## config.mk

```make
export PLATFORM = sky130hd
export DESIGN_NAME = utim64_comparator
export DESIGN_NICKNAME = d
export VERILOG_FILES = /design/src/rtl/utim64_pkg.sv /design/src/rtl/utim64_comp_reg.sv /design/src/rtl/utim64_comparator.sv
export SDC_FILE = /design/constraint.sdc
export NUM_CORES = 1
export LEC_CHECK = 0
export ABC_AREA = 1
export CAP_MARGIN = 20
export CORE_AREA = 2 2 197 199
export DETAILED_ROUTE_END_ITERATION = 6
export DIE_AREA = 0 0 199 201
export PLACE_DENSITY = 0.7
export SLEW_MARGIN = 40
export SYNTH_ARGS = -nofsm -noshare
export SYNTH_HDL_FRONTEND = slang
export SYNTH_HIERARCHICAL = 1
export SYNTH_SLANG_ARGS = --single-unit
```

## constraint.sdc

```tcl
create_clock -name iCLOCK -period 5.47 [get_ports iCLOCK]
set_clock_uncertainty 0.15 [all_clocks]
set_input_delay 1.094 -clock iCLOCK [delete_from_list [all_inputs] [get_ports iCLOCK]]
set_output_delay 1.094 -clock iCLOCK [all_outputs]
set_load 0.05 [all_outputs]
```

## src/rtl/utim64_pkg.sv

```systemverilog
// Shared definitions for the utim64 compare channel: width default,
// channel state encoding and mode encoding.
package utim64_pkg;

  localparam int UTIM64_P_WIDTH = 64;

  typedef enum logic [1:0] {
    ST_IDLE  = 2'd0,
    ST_ARMED = 2'd1,
    ST_DONE  = 2'd2
  } comp_state_t;

  typedef enum logic {
    MODE_ONESHOT  = 1'b0,
    MODE_PERIODIC = 1'b1
  } comp_mode_t;

endpackage

```

## src/rtl/utim64_comp_reg.sv

```systemverilog
// Compare register with per-half write mask plus the period register and
// the modular adder that advances the compare value in periodic mode.
module utim64_comp_reg #(
  parameter int P_WIDTH = 64
) (
  input  logic               i_clk,
  input  logic               i_rst,
  input  logic               i_write,
  input  logic [1:0]         in_dqm,
  input  logic [P_WIDTH-1:0] i_wdata,
  input  logic               i_period_write,
  input  logic [P_WIDTH-1:0] i_period,
  input  logic               i_advance,
  output logic [P_WIDTH-1:0] o_value,
  output logic               o_period_zero
);

  localparam int HALF = P_WIDTH / 2;

  logic [P_WIDTH-1:0] r_value;
  logic [P_WIDTH-1:0] r_period;

  // Advance and write never coincide: writes are only taken while not armed,
  // and advances only happen on an armed match.
  always_ff @(posedge i_clk or posedge i_rst) begin
    if (i_rst) begin
      r_value  <= '0;
      r_period <= '0;
    end else begin
      if (i_advance) begin
        r_value <= r_value + r_period;
      end else if (i_write) begin
        if (!in_dqm[0]) r_value[HALF-1:0]       <= i_wdata[HALF-1:0];
        if (!in_dqm[1]) r_value[P_WIDTH-1:HALF] <= i_wdata[P_WIDTH-1:HALF];
      end
      if (i_period_write) r_period <= i_period;
    end
  end

  assign o_value       = r_value;
  assign o_period_zero = (r_period == '0);

endmodule

```

## src/rtl/utim64_comparator.sv

```systemverilog
// One compare channel of the utim64 timer: matches the main counter against
// a compare value and raises a level interrupt until acknowledged.
module utim64_comparator
  import utim64_pkg::*;
#(
  parameter int P_WIDTH = UTIM64_P_WIDTH
) (
  input  logic               iCLOCK,
  input  logic               iRESET,
  input  logic               iCONF_WRITE,
  input  logic               iCONF_ENA,
  input  logic               iCONF_MODE,
  input  logic               iCOMP_WRITE,
  input  logic [1:0]         inCOMP_DQM,
  input  logic [P_WIDTH-1:0] iCOMP_VALUE,
  input  logic               iPERIOD_WRITE,
  input  logic [P_WIDTH-1:0] iPERIOD,
  input  logic               iMAIN_WORKING,
  input  logic [P_WIDTH-1:0] iMAIN_COUNTER,
  input  logic               iIRQ_ACK,
  output logic               oIRQ,
  output logic               oMISSED,
  output logic               oENABLED,
  output logic [P_WIDTH-1:0] oCOMP_VALUE
);

  comp_state_t        r_state;
  comp_mode_t         r_mode;
  logic               r_irq;
  logic               r_missed;
  logic [P_WIDTH-1:0] w_comp;
  logic               w_period_zero;
  logic               w_match;
  logic               w_advance;
  logic               w_comp_write;

  assign w_match      = (r_state == ST_ARMED) && iMAIN_WORKING && (iMAIN_COUNTER == w_comp);
  assign w_advance    = w_match && (r_mode == MODE_PERIODIC) && !w_period_zero;
  assign w_comp_write = iCOMP_WRITE && (r_state != ST_ARMED);

  utim64_comp_reg #(
    .P_WIDTH(P_WIDTH)
  ) u_comp_reg (
    .i_clk         (iCLOCK),
    .i_rst         (iRESET),
    .i_write       (w_comp_write),
    .in_dqm        (inCOMP_DQM),
    .i_wdata       (iCOMP_VALUE),
    .i_period_write(iPERIOD_WRITE),
    .i_period      (iPERIOD),
    .i_advance     (w_advance),
    .o_value       (w_comp),
    .o_period_zero (w_period_zero)
  );

  // Match uses pre-write state and mode; a config write in the same cycle
  // is applied last so it overrides the match's state (and disable its IRQ).
  always_ff @(posedge iCLOCK or posedge iRESET) begin
    if (iRESET) begin
      r_state  <= ST_IDLE;
      r_mode   <= MODE_ONESHOT;
      r_irq    <= 1'b0;
      r_missed <= 1'b0;
    end else begin
      if (w_match) begin
        r_irq    <= 1'b1;
        r_missed <= !iIRQ_ACK && (r_missed || r_irq);
        if (!w_advance) r_state <= ST_DONE;
      end else if (iIRQ_ACK) begin
        r_irq    <= 1'b0;
        r_missed <= 1'b0;
      end
      if (iCONF_WRITE) begin
        r_mode <= comp_mode_t'(iCONF_MODE);
        if (iCONF_ENA) begin
          r_state <= ST_ARMED;
        end else begin
          r_state  <= ST_IDLE;
          r_irq    <= 1'b0;
          r_missed <= 1'b0;
        end
      end
    end
  end

  assign oIRQ        = r_irq;
  assign oMISSED     = r_missed;
  assign oENABLED    = (r_state != ST_IDLE);
  assign oCOMP_VALUE = w_comp;

endmodule

```

Word level (Yosys, flattened, before mapping)

Cells that the tools add are included.

Bits of input ports: 203
Register bits after elaboration: 133
Output and inout port bits: 67
Word-level logic and storage cells: 46

Equal/unequal tests: 6
Multiplexer cells: 16
$add $sub $neg: 1
Reduce and logical (&&, ||, !) cells: 16

Operator list:

| operator             | count |
|---|---|
| $mux W64             | 2 |
| $add A64 B64 Y64     | 1 |
| $eq A64 B64 Y1       | 1 |
| $logic_not A64 Y1    | 1 |
| $mux W32             | 2 |
| $mux W1              | 9 |
| $logic_and A1 B1 Y1  | 6 |
| $mux W2              | 3 |
| $ne A2 B1 Y1 const B | 3 |
| $reduce_and A2 Y1    | 3 |
| $reduce_bool A2 Y1   | 3 |
| $eq A2 B1 Y1 const B | 1 |
| $logic_not A1 Y1     | 2 |
| $ne A2 B2 Y1 const B | 1 |
| $logic_or A1 B1 Y1   | 1 |

Logic depth before layout (Yosys ltp)

Word-level depth: 8
Mapped depth: 17
Gate-level depth less buffers: 15

Cells and area by module

Netlist, hierarchy kept.

By module, submodules not included:

| module            | area an instance (um2) | instances | seq. area each (um2) | cells each |
|---|---|---|---|---|
| utim64_comp_reg   | 11264.6                | 1         | 3203.1               | 1843 |
| utim64_comparator | 1894.3                 | 1         | 125.1                | 417 |

Least setup slack after synthesis

No wires, ideal clock.

Path kind: input to register
Start: input iMAIN_COUNTER[26]
End: register u_comp_reg.r_value[25] (netlist: u_comp_reg/o_value[25])
Arrival time: 2795 ps
Data required time: 5197 ps
Cell stages on the path: 12
Setup time: 123 ps
Setup slack: 2402 ps
Buffers on the path: 3
Cells stage by stage: xnor2_1 > o21ai_1 > or3_1 > nor2_1 > nand3_1 > nor2_1 > clkbuf_1 > inv_1 > buf_2 > buf_1 > o21ai_0 > nand2_1

Longest elaborated chain between the ends: 6
Elaborated cells between the ends (all ways): 8
Classes of those cells: eq/ne: 2; mux: 1; reduce/logical: 5

RTL lines:

| item                                                         | RTL line                | source |
|---|---|---|
| from (decl)                                                  | utim64_comparator.sv:19 | `input logic [P_WIDTH-1:0] iMAIN_COUNTER,` |
| $eq A64 B64 Y1 *                                             | utim64_comparator.sv:37 | `assign w_match = (r_state == ST_ARMED) && iMAIN_WORKING && (iMAIN_COUNTER == w_comp);` |
| $logic_and A1 B1 Y1 *                                        | utim64_comparator.sv:37 |  |
| $logic_and A1 B1 Y1 * (2 in series)                          | utim64_comparator.sv:38 | `assign w_advance = w_match && (r_mode == MODE_PERIODIC) && !w_period_zero;` |
| via w_advance                                                | utim64_comparator.sv:34 | `logic w_advance;` |
| $ne A2 B1 Y1 (no line) or $reduce_bool A2 Y1 (tied branches) | -                       |  |
| $reduce_and A2 Y1 (no line)                                  | -                       |  |
| to (signal assigned)                                         | utim64_comp_reg.sv:31   | `r_value <= r_value + r_period;` |
| to (signal, indexed assignment)                              | utim64_comp_reg.sv:33   | `if (!in_dqm[0]) r_value[HALF-1:0] <= i_wdata[HALF-1:0];` |
| to (signal, indexed assignment)                              | utim64_comp_reg.sv:34   | `if (!in_dqm[1]) r_value[P_WIDTH-1:HALF] <= i_wdata[P_WIDTH-1:HALF];` |
| to (decl)                                                    | utim64_comp_reg.sv:20   | `logic [P_WIDTH-1:0] r_value;` |

The timed path passes the listed nets; every way through them passes the cells marked *.
A chain may end at the register's enable or synchronous reset.

Final worst setup path

Start: input iMAIN_COUNTER[34]
End: register u_comp_reg.r_value[24] (netlist: u_comp_reg/o_value[24])

Same word-level chain as after synthesis.

==> results.json <==
{
  "die_y_microns": 201,
  "area_growth_pct": 29.81,
  "reg2reg_slack_ps": 1810,
  "fin_ws_ps": 1638,
  "cp_num_cells": 12,
  "cp-startpoint": "iMAIN_COUNTER[34]",
  "utilization_pct": 44.83,
  "path_buf_inv": 3,
  "crit_top_cell": "nand2_1",
  "hp-class": "reg -> reg",
  "seq_area_frac_synth_pct": 25.29,
  "yosysTopAreaCellShare_pct": 28.47,
  "rr_worst_depth": 11,
  "finalSetupTns_ps": 0,
  "drive_gt1_share_pct": 5.910,
  "cap_violations": 0,
  "cts_sinks": 133,
  "grt_use_total_pct": 29.10,
  "fin_nets": 2792,
  "yosys-top-cells-area": "nand2_1 28%, dfrtp_1 25%, inv_1 12%",
  "critPathKind": "in -> reg",
  "met2_usage_pct": 47.84,
  "yosysMostFrequentCell": "nand2_1",
  "p_leak_uw": 0.009494,
  "r2r_end": "u_comp_reg/o_value[6]$_DFFE_PP0P_",
  "io_buffers": 269,
  "antennaDiodeCount": 0,
  "cp-end-kind": "register",
  "grt_max_degree": 79,
  "max_slew_margin_pct": 51.02,
  "coreArea_sq_mm": 0.03811,
  "syn_area_per_cell_sq_um": 5.823,
  "wire_per_inst_microns": 18.94,
  "crit_path_max_incr_delay_ps": 530,
  "ys_async_sr_fraction_pct": 100.0,
  "rsz0062_at_grt": "no",
  "num_rows": 72,
  "period_share_pct": 70.06,
  "final_cell_area_sq_mm": 0.01708,
  "arrival_ps": 4010,
  "cp-start-kind": "primary input",
  "vdd_drop_max_v": 0.0002343,
  "clock_latency_ps": 450,
  "netlist-cell-type-count": 40,
  "clock_path_buffers": 2,
  "max_freq_ghz": 0.2610,
  "synth_cells": 2260,
  "final_max_slew_viol_count": 0,
  "die-area_sq_mm": 0.04000,
  "io_pins": 270,
  "required_ps": 5650,
  "post_cts_buffers": 0,
  "grt_pass1_vias": 14640,
  "yosysWarningCount": 6,
  "hold_viol": 0,
  "layout_min_cycle_time_ps": 3832,
  "grt_use_met3_pct": 4.973,
  "slowest_stage": "buf_4",
  "busiest_layer": "met2",
  "cts_tree": "built",
  "htreeDepth": 4,
  "endpoint": "u_comp_reg/o_value[24]$_DFFE_PP0P_",
  "yosys_register_bits": 133,
  "path_cells": "clkdlybuf4s50_1 -> xor2_1 -> nor2_1 -> nand2_1 -> nor4_1 -> nand3_1 -> nor2_2 -> buf_4 -> nor2_1 -> buf_4 -> nand2_1 -> nand2_1",
  "ys.flop_type": "dfrtp_1",
  "vias": 14830,
  "first_pass_iters": 6,
  "ant_nets": 0,
  "drt-initial-drc-count": 1178,
  "met1_usage_pct": 37.40,
  "setup_viol": 0,
  "root_buffer": "clkbuf_16",
  "path_delay_family": "simple AND/OR/NAND/NOR gates",
  "grt_overflow": 0,
  "crit_fanout": 44,
  "tightest_slew_ps": 734.6,
  "netlist_area_sq_mm": 0.01316,
  "regToRegStartpoint": "u_comp_reg/r_period[13]$_DFFE_PP0P_",
  "status": "finished, final reports clean",
  "initial_core_util_pct": 34.53,
  "cts-hold-fix-buffers": 0,
  "synth-edff-count": 0,
  "via_per_inst": 4.851,
  "synth.top_cells.by_count": "998 x nand2_1, 429 x inv_1, 176 x nor2_1",
  "placed_area_sq_mm": 0.01646,
  "syn_nets": 2527,
  "cts-resized-gates": 0,
  "power_density_mw_per_mm2": 317.4,
  "grt_pass1_wl_microns": 86390,
  "drc": 0,
  "routed_wl_microns": 57880,
  "place_ws_ps": 1134,
  "antenna_found_initial": 0,
  "synth_top_area_cell": "nand2_1",
  "cts_inserted_buffers": 17,
  "gp_congestion": 0.9730,
  "path_clk_slew_ps": 60,
  "dp_hpwl_microns": 49020,
  "fp.dieW_microns": 199
}
[cells in the final DEF, fill, tap and decap left out, drive strengths merged, types with 2 or more instances in the layout]
cell type      instances
a31oi                  2
mux2                  64
clkinvlp               2
nor3b                  2
ha                    63
or2                    7
o21ai                 45
xor2                  26
a21oi                 57
and2                   3
nor2                 192
nand2               1006
buf                    9
inv                  431
clkinv                 7
clkdlybuf4s50        268
nor4                  22
clkbuf                21
nor3                  16
bufinv                 3
dfrtp                133
nand3                105
nand4                 35
xnor2                 12
[cell type report]
| cell class | count | area [sq um] |
|---|---|---|
| Inverter | 432 | 1627 |
| Tap cell | 518 | 648.1 |
| Multi-Input combinational cell | 1664 | 8095 |
| Clock inverter | 11 | 150.1 |
| Sequential cell | 133 | 3328 |
| Fill cell | 4056 | 21030 |
| Timing Repair Buffer | 277 | 2763 |
| Clock buffer | 21 | 470.5 |
[worst min path at each step]
stage | startpoint | endpoint | slack, ps | cells after the start
2_1_floorplan | r_mode$_DFFE_PP0P_ | r_mode$_DFFE_PP0P_ | 290 | 2
3_3_place_gp | oMISSED$_DFF_PP0_ | oMISSED$_DFF_PP0_ | 360 | 2
3_5_place_dp | oMISSED$_DFF_PP0_ | oMISSED$_DFF_PP0_ | 370 | 2
4_1_cts | oMISSED$_DFF_PP0_ | oMISSED$_DFF_PP0_ | 380 | 2
5_1_grt | oMISSED$_DFF_PP0_ | oMISSED$_DFF_PP0_ | 410 | 2
6_report | oMISSED$_DFF_PP0_ | oMISSED$_DFF_PP0_ | 380 | 2
[worst reg2reg max path, cell delays in order (launching register included)]
cell and delay (ps):
dfrtp_1 400, nor4_1 510, nand4_1 300, nor4_1 440, inv_1 100, nand2_1 180, nor2_2 90, buf_4 320
nor2_1 430, clkinv_1 380, nor2_1 190, a21oi_1 50
[cell families after synthesis]
| kind of cell | after synthesis | synth area share [%] |
|---|---|---|
| flip-flops | 133 | 25.29 |
| multiplexers | 64 | 5.477 |
| buffers and inverters | 463 | 13.30 |
| adder cells (fa/ha/maj) | 64 | 6.142 |
| AND/OR/NAND/NOR | 1390 | 43.04 |
| AO/OA/AOI/OAI | 108 | 4.222 |
| XOR/XNOR | 38 | 2.529 |
[through the flow]
stage               cells  power [uW]  hold WS [ps]
global placement     3024        4151         362.4
detailed placement   3024        4162         366.6
CTS                  3056        5418         376.8
finish               3056        5422         378.2
floorplan            2260        3098         292.2
global route         3056        5782         408.8
[routing by layer]
| metal | wire (microns) | part of all wire, % | vias to the layer above |
|---|---|---|---|
| met2 | 26590 | 46 | 522 |
| met5 | 0 | 0 | - |
| met4 | 2419 | 4.2 | 0 |
| li1 | - | - | 7394 |
| met3 | 3635 | 6.3 | 98 |
| met1 | 25230 | 44 | 6812 |
[power breakdown]
| part | switching [uW] | leakage (uW) | internal [uW] | total (uW) |
|---|---|---|---|---|
| combinational | 1830 | 0.00760 | 944 | 2780 |
| sequential | 285 | 0.00160 | 1120 | 1410 |
| clock | 486 | 0.000299 | 754 | 1240 |
[flip-flops by register name, summed over array words and instances, names as in the netlist]
name / flops
r_state: 2
oMISSED: 1
u_comp_reg/o_value: 64
oIRQ: 1
u_comp_reg/r_period: 64
r_mode: 1
(Power assumes the default switching activity.)
